## src/rtl/plic_mctx_core.sv

```systemverilog
// Multi-context PLIC core: per-source gateways with level or counted-edge
// triggering, per-context enable/threshold arbitration and claim/complete.
module plic_mctx_core #(
    parameter int IRQ_NUM    = 32,
    parameter int CTX_NUM    = 2,
    parameter int PRIO_WIDTH = 3,
    parameter int EDGE_CNT_W = 3,
    localparam int ID_W      = $clog2(IRQ_NUM)
) (
    input  logic                           clk_i,
    input  logic                           rst_i,
    input  logic [IRQ_NUM-1:0]             irq_i,
    input  logic [IRQ_NUM-1:0]             tm_i,
    input  logic [IRQ_NUM*PRIO_WIDTH-1:0]  prio_i,
    input  logic [CTX_NUM*IRQ_NUM-1:0]     ie_i,
    input  logic [CTX_NUM*PRIO_WIDTH-1:0]  thold_i,
    input  logic [CTX_NUM-1:0]             claim_i,
    input  logic [CTX_NUM-1:0]             comp_i,
    input  logic [CTX_NUM*ID_W-1:0]        comp_id_i,
    output logic [IRQ_NUM-1:0]             ip_o,
    output logic [CTX_NUM*ID_W-1:0]        id_o,
    output logic [CTX_NUM*ID_W-1:0]        claim_id_o,
    output logic [CTX_NUM-1:0]             irq_o
);

    typedef enum logic [1:0] {
        GW_IDLE,
        GW_PEND,
        GW_SERV
    } gw_e;

    localparam logic [EDGE_CNT_W-1:0] CNT_MAX = '1;

    logic [IRQ_NUM-1:0][PRIO_WIDTH-1:0] prio;
    logic [CTX_NUM-1:0][IRQ_NUM-1:0]    ie;
    logic [CTX_NUM-1:0][PRIO_WIDTH-1:0] thold;
    logic [CTX_NUM-1:0][ID_W-1:0]       comp_id;
    logic [CTX_NUM-1:0][ID_W-1:0]       claim_id;
    logic [CTX_NUM-1:0][ID_W-1:0]       id_q;
    logic [CTX_NUM-1:0][ID_W-1:0]       id_d;
    logic [CTX_NUM-1:0][ID_W-1:0]       best_id;
    logic [CTX_NUM-1:0][PRIO_WIDTH-1:0] best_prio;
    logic [CTX_NUM-1:0]                 irq_q;

    logic [IRQ_NUM-1:0] sync1_q;
    logic [IRQ_NUM-1:0] sync2_q;
    logic [IRQ_NUM-1:0] sync3_q;
    logic [IRQ_NUM-1:0] rise;
    logic [IRQ_NUM-1:0] grant;
    logic [IRQ_NUM-1:0] comp_ok;
    logic [IRQ_NUM-1:0] pend_d;
    logic [IRQ_NUM-1:0] ip_q;

    gw_e st_q [IRQ_NUM];
    gw_e st_d [IRQ_NUM];
    logic [IRQ_NUM-1:0][EDGE_CNT_W-1:0] cnt_q;
    logic [IRQ_NUM-1:0][EDGE_CNT_W-1:0] cnt_d;

    assign prio    = prio_i;
    assign ie      = ie_i;
    assign thold   = thold_i;
    assign comp_id = comp_id_i;
    assign rise    = sync2_q & ~sync3_q;

    // Lower-index contexts win when several claim the same id.
    always_comb begin
        claim_id = '0;
        if (!rst_i) begin
            for (int c = 0; c < CTX_NUM; c++) begin
                claim_id[c] = id_q[c];
                for (int d = 0; d < c; d++) begin
                    if (claim_i[d] && id_q[d] == id_q[c]) begin
                        claim_id[c] = '0;
                    end
                end
            end
        end
    end

    always_comb begin
        grant   = '0;
        comp_ok = '0;
        for (int c = 0; c < CTX_NUM; c++) begin
            if (claim_i[c] && claim_id[c] != '0
                && int'(claim_id[c]) < IRQ_NUM) begin
                grant[claim_id[c]] = 1'b1;
            end
            if (comp_i[c] && comp_id[c] != '0
                && int'(comp_id[c]) < IRQ_NUM
                && ie[c][comp_id[c]]) begin
                comp_ok[comp_id[c]] = 1'b1;
            end
        end
    end

    always_comb begin
        for (int i = 0; i < IRQ_NUM; i++) begin
            st_d[i]  = st_q[i];
            cnt_d[i] = cnt_q[i];
            unique case (st_q[i])
                GW_IDLE: begin
                    if (tm_i[i] ? rise[i] : sync2_q[i]) begin
                        st_d[i] = GW_PEND;
                    end
                end
                GW_PEND: begin
                    if (grant[i]) begin
                        st_d[i] = GW_SERV;
                    end
                    if (rise[i] && cnt_q[i] != CNT_MAX) begin
                        cnt_d[i] = cnt_q[i] + 1'b1;
                    end
                end
                GW_SERV: begin
                    if (comp_ok[i]) begin
                        if (!tm_i[i]) begin
                            st_d[i] = sync2_q[i] ? GW_PEND : GW_IDLE;
                        end else if (cnt_q[i] != '0) begin
                            // A same-cycle edge replaces the one consumed.
                            st_d[i] = GW_PEND;
                            if (!rise[i]) begin
                                cnt_d[i] = cnt_q[i] - 1'b1;
                            end
                        end else if (rise[i]) begin
                            st_d[i] = GW_PEND;
                        end else begin
                            st_d[i] = GW_IDLE;
                        end
                    end else if (rise[i] && cnt_q[i] != CNT_MAX) begin
                        cnt_d[i] = cnt_q[i] + 1'b1;
                    end
                end
                default: st_d[i] = GW_IDLE;
            endcase
            if (!tm_i[i]) begin
                cnt_d[i] = '0;
            end
            pend_d[i] = (st_d[i] == GW_PEND);
        end
        st_d[0]   = GW_IDLE;
        cnt_d[0]  = '0;
        pend_d[0] = 1'b0;
    end

    // Strict compare keeps the lowest id among equal priorities.
    always_comb begin
        best_id   = '0;
        best_prio = '0;
        id_d      = '0;
        for (int c = 0; c < CTX_NUM; c++) begin
            for (int i = 0; i < IRQ_NUM; i++) begin
                if (pend_d[i] && ie[c][i] && prio[i] > best_prio[c]) begin
                    best_id[c]   = ID_W'(i);
                    best_prio[c] = prio[i];
                end
            end
            id_d[c] = (best_prio[c] > thold[c]) ? best_id[c] : '0;
        end
    end

    always_ff @(posedge clk_i) begin
        if (rst_i) begin
            sync1_q <= '0;
            sync2_q <= '0;
            sync3_q <= '0;
            cnt_q   <= '0;
            ip_q    <= '0;
            id_q    <= '0;
            irq_q   <= '0;
            for (int i = 0; i < IRQ_NUM; i++) begin
                st_q[i] <= GW_IDLE;
            end
        end else begin
            sync1_q <= irq_i;
            sync2_q <= sync1_q;
            sync3_q <= sync2_q;
            cnt_q   <= cnt_d;
            ip_q    <= pend_d;
            id_q    <= id_d;
            for (int c = 0; c < CTX_NUM; c++) begin
                irq_q[c] <= |id_d[c];
            end
            for (int i = 0; i < IRQ_NUM; i++) begin
                st_q[i] <= st_d[i];
            end
        end
    end

    assign ip_o       = ip_q;
    assign id_o       = id_q;
    assign irq_o      = irq_q;
    assign claim_id_o = claim_id;

endmodule

```

## config.mk

```make
export PLATFORM = sky130hd
export DESIGN_NAME = plic_mctx_core
export DESIGN_NICKNAME = d
export VERILOG_FILES = /design/src/rtl/plic_mctx_core.sv
export SDC_FILE = /design/constraint.sdc
export NUM_CORES = 1
export LEC_CHECK = 0
export CORE_UTILIZATION = 40
export DETAILED_ROUTE_END_ITERATION = 6
export SYNTH_ARGS = -nofsm -noshare
export SYNTH_HDL_FRONTEND = slang
export SYNTH_SLANG_ARGS = --single-unit
```

## constraint.sdc

```tcl
create_clock -name clk_i -period 52.8 [get_ports clk_i]
set_clock_uncertainty 0.2 [all_clocks]
set_input_delay 7.92 -clock clk_i [delete_from_list [all_inputs] [get_ports clk_i]]
set_output_delay 7.92 -clock clk_i [all_outputs]
set_load 0.02 [all_outputs]
```

==> results of run 1 <==
==> kinds of logic (layout without fill, tap and decap cells) <==
family / count (synthesis) / after routing / synth area share, %
simple gates: 1557 / 1557 / 30.2
compound gates: 1051 / 1051 / 27.6
buf+inv: 301 / 640 / 4.53
flops: 291 / 291 / 21.8
fa+ha+maj: 257 / 257 / 11.9
mux: 67 / 67 / 2.83
xor+xnor: 36 / 36 / 1.18
other cells: 1 / 5 / 0.0140
==> cell type report <==
type	count	area, um^2
clock inverter	18	300
multi-input combinational	2969	20000
timing repair buffer	354	3420
inverter	215	807
fill	6515	33400
tap	864	1080
sequential	291	5830
antenna	4	10.0
clock buffer	53	1150
==> synth_stat cells, types with 13 or more instances <==
cell	instances	share of area (%)
sky130_fd_sc_hd__and2_1	64	1.5
sky130_fd_sc_hd__xnor2_1	32	1.0
sky130_fd_sc_hd__a21boi_0	48	1.3
sky130_fd_sc_hd__a21o_1	38	1.1
sky130_fd_sc_hd__nand2_1	267	3.7
sky130_fd_sc_hd__o21a_1	36	1.0
sky130_fd_sc_hd__o22ai_1	26	0.61
sky130_fd_sc_hd__a311oi_1	16	0.52
sky130_fd_sc_hd__nand3_1	90	1.7
sky130_fd_sc_hd__nand4_1	13	0.30
sky130_fd_sc_hd__a21oi_1	224	4.2
sky130_fd_sc_hd__o21bai_1	14	0.39
sky130_fd_sc_hd__a2111oi_0	28	0.92
sky130_fd_sc_hd__o31ai_1	18	0.51
sky130_fd_sc_hd__inv_1	214	3.0
sky130_fd_sc_hd__nor2_1	413	5.8
sky130_fd_sc_hd__a31oi_1	74	1.7
sky130_fd_sc_hd__clkbuf_1	57	0.80
sky130_fd_sc_hd__mux2_2	21	0.88
sky130_fd_sc_hd__dfxtp_1	291	22
sky130_fd_sc_hd__o21ai_0	171	3.2
sky130_fd_sc_hd__nor3_1	90	1.7
sky130_fd_sc_hd__and3_1	43	1.0
sky130_fd_sc_hd__ha_1	242	11
sky130_fd_sc_hd__a211o_1	19	0.62
sky130_fd_sc_hd__a22oi_1	49	1.4
sky130_fd_sc_hd__nor3b_1	18	0.51
sky130_fd_sc_hd__nor2b_1	225	5.3
sky130_fd_sc_hd__o211ai_1	36	1.0
sky130_fd_sc_hd__maj3_1	13	0.49
sky130_fd_sc_hd__or3_1	33	0.77
sky130_fd_sc_hd__nand3b_1	28	0.79
sky130_fd_sc_hd__mux2i_1	39	1.5
sky130_fd_sc_hd__a32oi_1	20	0.65
sky130_fd_sc_hd__nand2b_1	146	3.4
sky130_fd_sc_hd__a211oi_1	34	0.95
sky130_fd_sc_hd__nor4_1	27	0.63
sky130_fd_sc_hd__or2_2	36	0.84
==> report_power, final <==
| part | internal (W) | total (W) | switching, W |
|---|---|---|---|
| registers | 0.000228 | 0.000243 | 0.0000146 |
| logic | 0.000144 | 0.000346 | 0.000201 |
| clock network | 0.000188 | 0.000298 | 0.000111 |
| total | 0.000560 | 0.000887 | 0.000327 |
==> worst paths after layout <==
| check | to | cells past startpoint | slack [ns] |
|---|---|---|---|
| setup reg to reg | id_o[5]$_SDFF_PP0_ | 215 | 9.93 |
| hold reg to reg | sync2_q[21]$_SDFF_PP0_ | 1 | 0.23 |
| hold / removal | sync2_q[21]$_SDFF_PP0_ | 1 | 0.23 |
| setup / recovery | id_o[5]$_SDFF_PP0_ | 217 | 2.72 |
==> layer usage <==
layer / up-vias / GRT usage [%] / part of all wire (%)
met3: 185 / 4.63 / 7.7
li1: 13606 / - / -
met1: 12816 / 36.3 / 45
met5: - / 0 / 0.053
met2: 997 / 42.9 / 44
met4: 8 / 8.97 / 3.1
==> sequential cells by signal, indices dropped and copies added, names as in the netlist <==
name,cells
sync1_q,31
ip_o,31
st_q,62
cnt_q,93
sync3_q,31
irq_o,2
id_o,10
sync2_q,31
==> metrics by stage <==
stage | power, W | cells | setup slack [ns]
global route | 0.000936 | 4766 | -0.283
CTS | 0.000876 | 4743 | 0.631
global placement | 0.000571 | 4672 | 0.756
floorplan | 0.000464 | 3561 | 5.83
finish | 0.000887 | 4768 | 2.72
detailed placement | 0.000573 | 4672 | 0.290
==> worst max-delay path: cells and delay by family <==
family                   cells  cell delay (ns)
AO/OA/AOI/OAI               83            15.57
AND/OR/NAND/NOR             72            11.60
adder cells (fa/ha/maj)     36            10.23
buffers and inverters       19             2.76
multiplexers                 7             2.27
==> timing repair <==
| action | 4_1_cts | 5_1_grt |
|---|---|---|
| resized for setup | 0 | 82 |
| hold endpoints to repair | 0 | 0 |
| endpoints found under the setup margin | 0 | 12 |
| setup buffers | 0 | 21 |
==> metrics.md, run 1 <==
| Metric | Value |
|---|---|
| Clock insertion delay at the later pin of the skew report | `0.57 ns` |
| Hold path start | `sync1_q[21]$_SDFF_PP0_` |
| Sum of overflow across all layers after global routing | `0` |
| Async S/R FF share, synth | `0%` |
| Data arrival time at the worst-slack endpoint | `50.38 ns` |
| Final standard cell area without fillers | `0.0326 mm^2` |
| Prevailing post-synth register cell | `sky130_fd_sc_hd__dfxtp_1` |
| Horizontal die dimension | `~260 um` |
| All-Layer GR Usage | `a little over a quarter` |
| Number of buffers added on ports | `approximately 300` |
| Synthesized area | `~0.027 mm^2` |
| Master cell of the clock root buffer | `sky130_fd_sc_hd__clkbuf_16` |
| Average instance area after synthesis | `roughly 7.5 um^2` |
| Number of max-slew violations in the final report | `0` |
| Minimum clock period after layout | `50.08 ns` |
| Max cap viols | `0` |
| Required time worst endpoint | `roughly 53 ns` |
| Ratio of routed vias to standard cells | `roughly 5.8` |
| Delay of the slowest cell on the worst path | `0.68 ns` |
| Util after Layout | `49.5%` |
| Crit path kind | `in -> reg` |
| Min-Delay Path Class | `reg -> reg` |
| HPWL Detailed | `~76,000 um` |
| Transition time at the pin with the least slew margin | `about 1.2 ns` |
| Floorplan row count | `94` |
| Hold_ws | `0.234 ns` |
| Slowest-stage cell, CP | `sky130_fd_sc_hd__or4b_2` |
| Proportion of synthesized chip area in sequential cells | `a little over a fifth` |
| Count of pins on the block boundary | `300` |
| Count of mapped cells out of synthesis | `~3.6k` |
| Commonest non-fill, non-tap cell in the layout | `sky130_fd_sc_hd__nor2_1` |
| Fraction of layout cells with a size suffix above 1 | `8.64%` |
| Count of unresolved DRC violations after routing | `44` |
| Top fanout value on the critical path | `13` |
| Core area | `0.0660 mm^2` |
| Wirelength per Cell | `about 20 um` |
| Number of storage elements in the synthesis netlist | `~290` |
| Syn nets | `between 4k and 5k` |
| Via count of the first global-routing pass | `around 25k` |
| Max-slew headroom at the worst pin | `about 18%` |
| H-tree levels | `2` |
| Netlist cell types | `between 100 and 150` |
| Capturing element type of the critical path | `flip-flop` |
| CTS tree | `yes` |
| Starting density of the core | `roughly 41%` |
| Number of antenna violations at the first check in global routing | `10` |
| Final #Nets | `roughly 4.4k` |
| Global-route wire length before repair | `~140,000 um` |
| Die area | `between 0.06 and 0.07 mm^2` |
| Violations in the final reports | `design-rule violations` |
| Total Routed Length | `between 90,000 and 100,000 um` |
| Total number of vias | `~28k` |
| Post-synth EDFFs | `0` |
| Final setup violation count | `0` |
| DR iter-0 viols | `approximately 2.4k` |
| Antenna Violating Nets Remaining | `0` |
| Number of synthesis warnings | `0` |
| Final estimated routing congestion in global placement | `approximately 0.95` |
| Number of buffers added to fix hold violations after cts | `0` |
| Final count of hold timing violations | `0` |
| Setup_tns | `0 ns` |
| CP startpoint kind | `input port` |
| Largest net degree at the start of global routing | `around 180` |
| Total CTS buffers | `39` |
| Area after detailed placement | `slightly above 0.03 mm^2` |
| LEAKAGE | `between 10 and 15 nW` |
| Clock-pin slew reported for the worst setup and hold paths after clock tree synthesis | `about 0.06 ns` |
| Number of detailed-route iterations in the first pass | `7` |
| TritonCTS sink count | `291` |
| Peak clock frequency supported by timing | `~20 MHz` |
| Critical Path Most Common Cell | `sky130_fd_sc_hd__ha_1` |
| Final cycle utilization of the critical path | `between 90% and 100%` |
| Max Buffers Root-to-Sink | `3` |
| Result of the run | `finished with violations` |
| Worst ir drop on vdd | `roughly 0.017 mV` |
| Power density normalized to cell area | `approximately 27 mW/mm^2` |
| Critical path launch point | `comp_id_i[3]` |
| Most frequent cells in the layout | `sky130_fd_sc_hd__nor2_1 (410), sky130_fd_sc_hd__dfxtp_1 (291), sky130_fd_sc_hd__clkdlybuf4s50_1 (290)` |
| Area added between synthesis and finish | `22.0%` |
| Die height | `about 260 um` |
| Worst reg2reg startpoint | `id_o[8]$_SDFF_PP0_` |
(Power assumes the default switching activity.)
==> run 2, diff against run 1 <==
- TNS_END_PERCENT: not set -> 1
- clock period: 52.8 -> 51.2 ns (I/O delays scaled with it)
==> run 2 against run 1 <==
  * The flow still finishes with violations (design-rule violations)
  * Worst setup slack got worse by 0.28 ns
  * Cell count up 0.59%
  * Largest power group unchanged
  * Register-to-register slack got worse by 0.55 ns
  * Global-route usage about the same
  * Combinational power up 4%
==> metrics.md, run 2 (synthesized netlist as in run 1, its figures left out) <==
| Metric | Value |
|---|---|
| Capturing element type of the critical path | `flip-flop` |
| Max-slew headroom at the worst pin | `around 16%` |
| Critical path launch point | `claim_i[1]` |
| CTS tree | `yes` |
| Max cap viols | `0` |
| Peak clock frequency supported by timing | `approximately 20 MHz` |
| LEAKAGE | `about 13 nW` |
| Highest layer used for signal routing | `met5` |
| Max Buffers Root-to-Sink | `3` |
| Register with the highest flop count | `cnt_q` |
| Length of routed met3 wiring | `about 6500 um` |
| TritonCTS sink count | `between 200 and 300` |
| HPWL Detailed | `between 70,000 and 80,000 um` |
| Die area | `just under 0.07 mm^2` |
| Clock insertion delay at the later pin of the skew report | `around 0.56 ns` |
| Registers with the highest flip-flop counts | `cnt_q: 93 flops, st_q: 62 flops` |
| Commonest non-fill, non-tap cell in the layout | `sky130_fd_sc_hd__nor2_1` |
| Register Area | `0.00583 mm^2` |
| Crit path kind | `in -> reg` |
| Most frequent cells in the layout | `sky130_fd_sc_hd__nor2_1 (408), sky130_fd_sc_hd__dfxtp_1 (291), sky130_fd_sc_hd__clkdlybuf4s50_1 (283)` |
| Area after detailed placement | `around 0.031 mm^2` |
| Worst ir drop on vdd | `0.0217 mV` |
| Internal Dissipation | `0.000574 W` |
| Number of detailed-route iterations in the first pass | `7` |
| CP startpoint kind | `input port` |
| Slowest-stage cell, CP | `sky130_fd_sc_hd__or4b_2` |
| Sequential group share of total power | `27.6%` |
| Data arrival time at the worst-slack endpoint | `approximately 49 ns` |
| Worst reg2reg startpoint | `id_o[8]$_SDFF_PP0_` |
| Required time worst endpoint | `around 50 ns` |
| Comb pwr share | `39.7%` |
| Power density normalized to cell area | `about 28 mW/mm^2` |
| Master cell of the clock root buffer | `sky130_fd_sc_hd__clkbuf_16` |
| Largest net degree at the start of global routing | `67` |
| Number of buffers added on ports | `about 300` |
| Final count of hold timing violations | `0` |
| Antenna Violating Nets Remaining | `0` |
| Switching component of the power | `approximately 0.00033 W` |
| Fraction of layout cells with a size suffix above 1 | `9.42%` |
| Final cycle utilization of the critical path | `95.2%` |
| Final standard cell area without fillers | `0.0328 mm^2` |
| Horizontal die dimension | `~260 um` |
| Wirelength per Cell | `around 20 um` |
| Top fanout value on the critical path | `7` |
| Reg2Reg Setup Slack | `9.38 ns` |
| Setup repair after global routing missed its margin | `yes` |
| Number of max-slew violations in the final report | `0` |
| Result of the run | `finished with violations` |
| Ratio of routed vias to standard cells | `approximately 5.8` |
| Number of flip-flops in the largest register | `just over 90` |
| Total number of vias | `around 28k` |
| Area used by multi-input combinational logic | `0.0200 mm^2` |
| Final setup violation count | `0` |
| Amount of wire on met2 after detailed routing | `around 42,000 um` |
| Count of unresolved DRC violations after routing | `46` |
| Area added between synthesis and finish | `22.5%` |
| Final estimated routing congestion in global placement | `between 0.9 and 1` |
| Core area | `between 0.06 and 0.07 mm^2` |
| Number of buffers added to fix hold violations after cts | `0` |
| Crit path to | `id_o[5]$_SDFF_PP0_` |
| Count of pins on the block boundary | `300` |
| Critical R2R Capture | `id_o[5]$_SDFF_PP0_` |
| Final #Nets | `4,389` |
| Violations in the final reports | `design-rule violations` |
| Logic depth of the worst register-to-register path | `217` |
| Starting density of the core | `40.5%` |
| Total CTS buffers | `38` |
| Transition time at the pin with the least slew margin | `between 1 and 1.5 ns` |
| Die height | `261 um` |
| Total power draw | `0.000907 W` |
| Util after Layout | `49.6%` |
| Number of antenna violations at the first check in global routing | `9` |
| Clock-pin slew reported for the worst setup and hold paths after clock tree synthesis | `approximately 0.06 ns` |
| All-Layer GR Usage | `between 20% and 30%` |
| Hold_ws | `approximately 0.23 ns` |
| Delay of the slowest cell on the worst path | `approximately 0.67 ns` |
| Length of routed wiring on met1 | `around 43,000 um` |
| Critical Path Most Common Cell | `sky130_fd_sc_hd__ha_1` |
| Min-Delay Path Class | `reg -> reg` |
| Floorplan row count | `94` |
| Share of power burned in the clock network | `between 30% and 40%` |
| DR iter-0 viols | `around 2.2k` |
| Switch share | `36.8%` |
| Minimum clock period after layout | `48.75 ns` |
| Global-route wire length before repair | `143,000 um` |
| Via count of the first global-routing pass | `25.3k` |
| Filler Cell Count | `~6.6k` |
| H-tree levels | `2` |
| Total Routed Length | `about 94,000 um` |
| Setup_tns | `0 ns` |
| Sum of overflow across all layers after global routing | `0` |
## run 2: changes by cell type in the layout (fill, tap and decap cells not counted), moves of 4 or more
cell                              before  now
sky130_fd_sc_hd__clkbuf_1              3    7
sky130_fd_sc_hd__clkbuf_8             11    5
sky130_fd_sc_hd__nor2_2                2    6
sky130_fd_sc_hd__buf_4                58   89
sky130_fd_sc_hd__a21oi_2               7   11
sky130_fd_sc_hd__dlymetal6s2s_1        1    8
sky130_fd_sc_hd__clkdlybuf4s50_1     290  283
sky130_fd_sc_hd__nor3_2                3    7
sky130_fd_sc_hd__mux2i_1              29   33
## run 2: per-layer routing
layer / global-route usage (%) / vias to the layer above
li1: - / 13696
met1: 36.2 / 12902
met2: 43.7 / 898
met3: 4.36 / 150
met4: 7.62 / 10
met5: 0 / -
## run 2: cell type report
| class | instances | share of cell area, % |
|---|---|---|
| clock buffers | 50 | 3.23 |
| inverters | 215 | 2.46 |
| well taps | 864 | 3.30 |
| repair buffers | 386 | 11.3 |
| flip-flops and latches | 291 | 17.8 |
| multi-input cells | 2969 | 61.0 |
| clock inverters | 17 | 0.909 |
| diodes | 4 | 0.0306 |
## run 2: what timing repair did
item	CTS	global route
setup buffers	0	13
gates resized for setup	0	82
endpoints found under the setup margin	0	12
## run 2: worst max-delay path: cells and delay by family
kind	cells	cell delay, ns
compound gates	84	15.75
simple gates	72	11.30
fa+ha+maj	35	9.81
buf+inv	20	3.05
mux	6	1.44
## run 2: per-stage QoR
step | instances | worst slack (ns)
2_1_floorplan | 3561 | 4.47
3_3_place_gp | 4711 | 0.660
5_1_grt | 4792 | -0.149
3_5_place_dp | 4711 | 0.447
4_1_cts | 4778 | 0.794
6_report | 4796 | 2.45
## run 2: power groups by stage
stage	logic (W)	registers, W	clock network (W)
3_3_place_gp	0.000342	0.000254	0
2_1_floorplan	0.000227	0.000251	0
5_1_grt	0.000396	0.000251	0.000312
6_report	0.000361	0.000250	0.000297
3_5_place_dp	0.000344	0.000254	0
4_1_cts	0.000346	0.000249	0.000302
## run 2: worst min path at each step
stage                                 startpoint                      to  depth (start not counted)
final                      sync1_q[2]$_SDFF_PP0_   sync2_q[2]$_SDFF_PP0_                          1
after global routing      sync1_q[27]$_SDFF_PP0_  sync2_q[27]$_SDFF_PP0_                          1
after CTS                 sync1_q[24]$_SDFF_PP0_  sync2_q[24]$_SDFF_PP0_                          1
after floorplan           sync1_q[10]$_SDFF_PP0_  sync2_q[10]$_SDFF_PP0_                          1
after detailed placement   sync1_q[3]$_SDFF_PP0_   sync2_q[3]$_SDFF_PP0_                          1
after global placement    sync1_q[26]$_SDFF_PP0_  sync2_q[26]$_SDFF_PP0_                          1
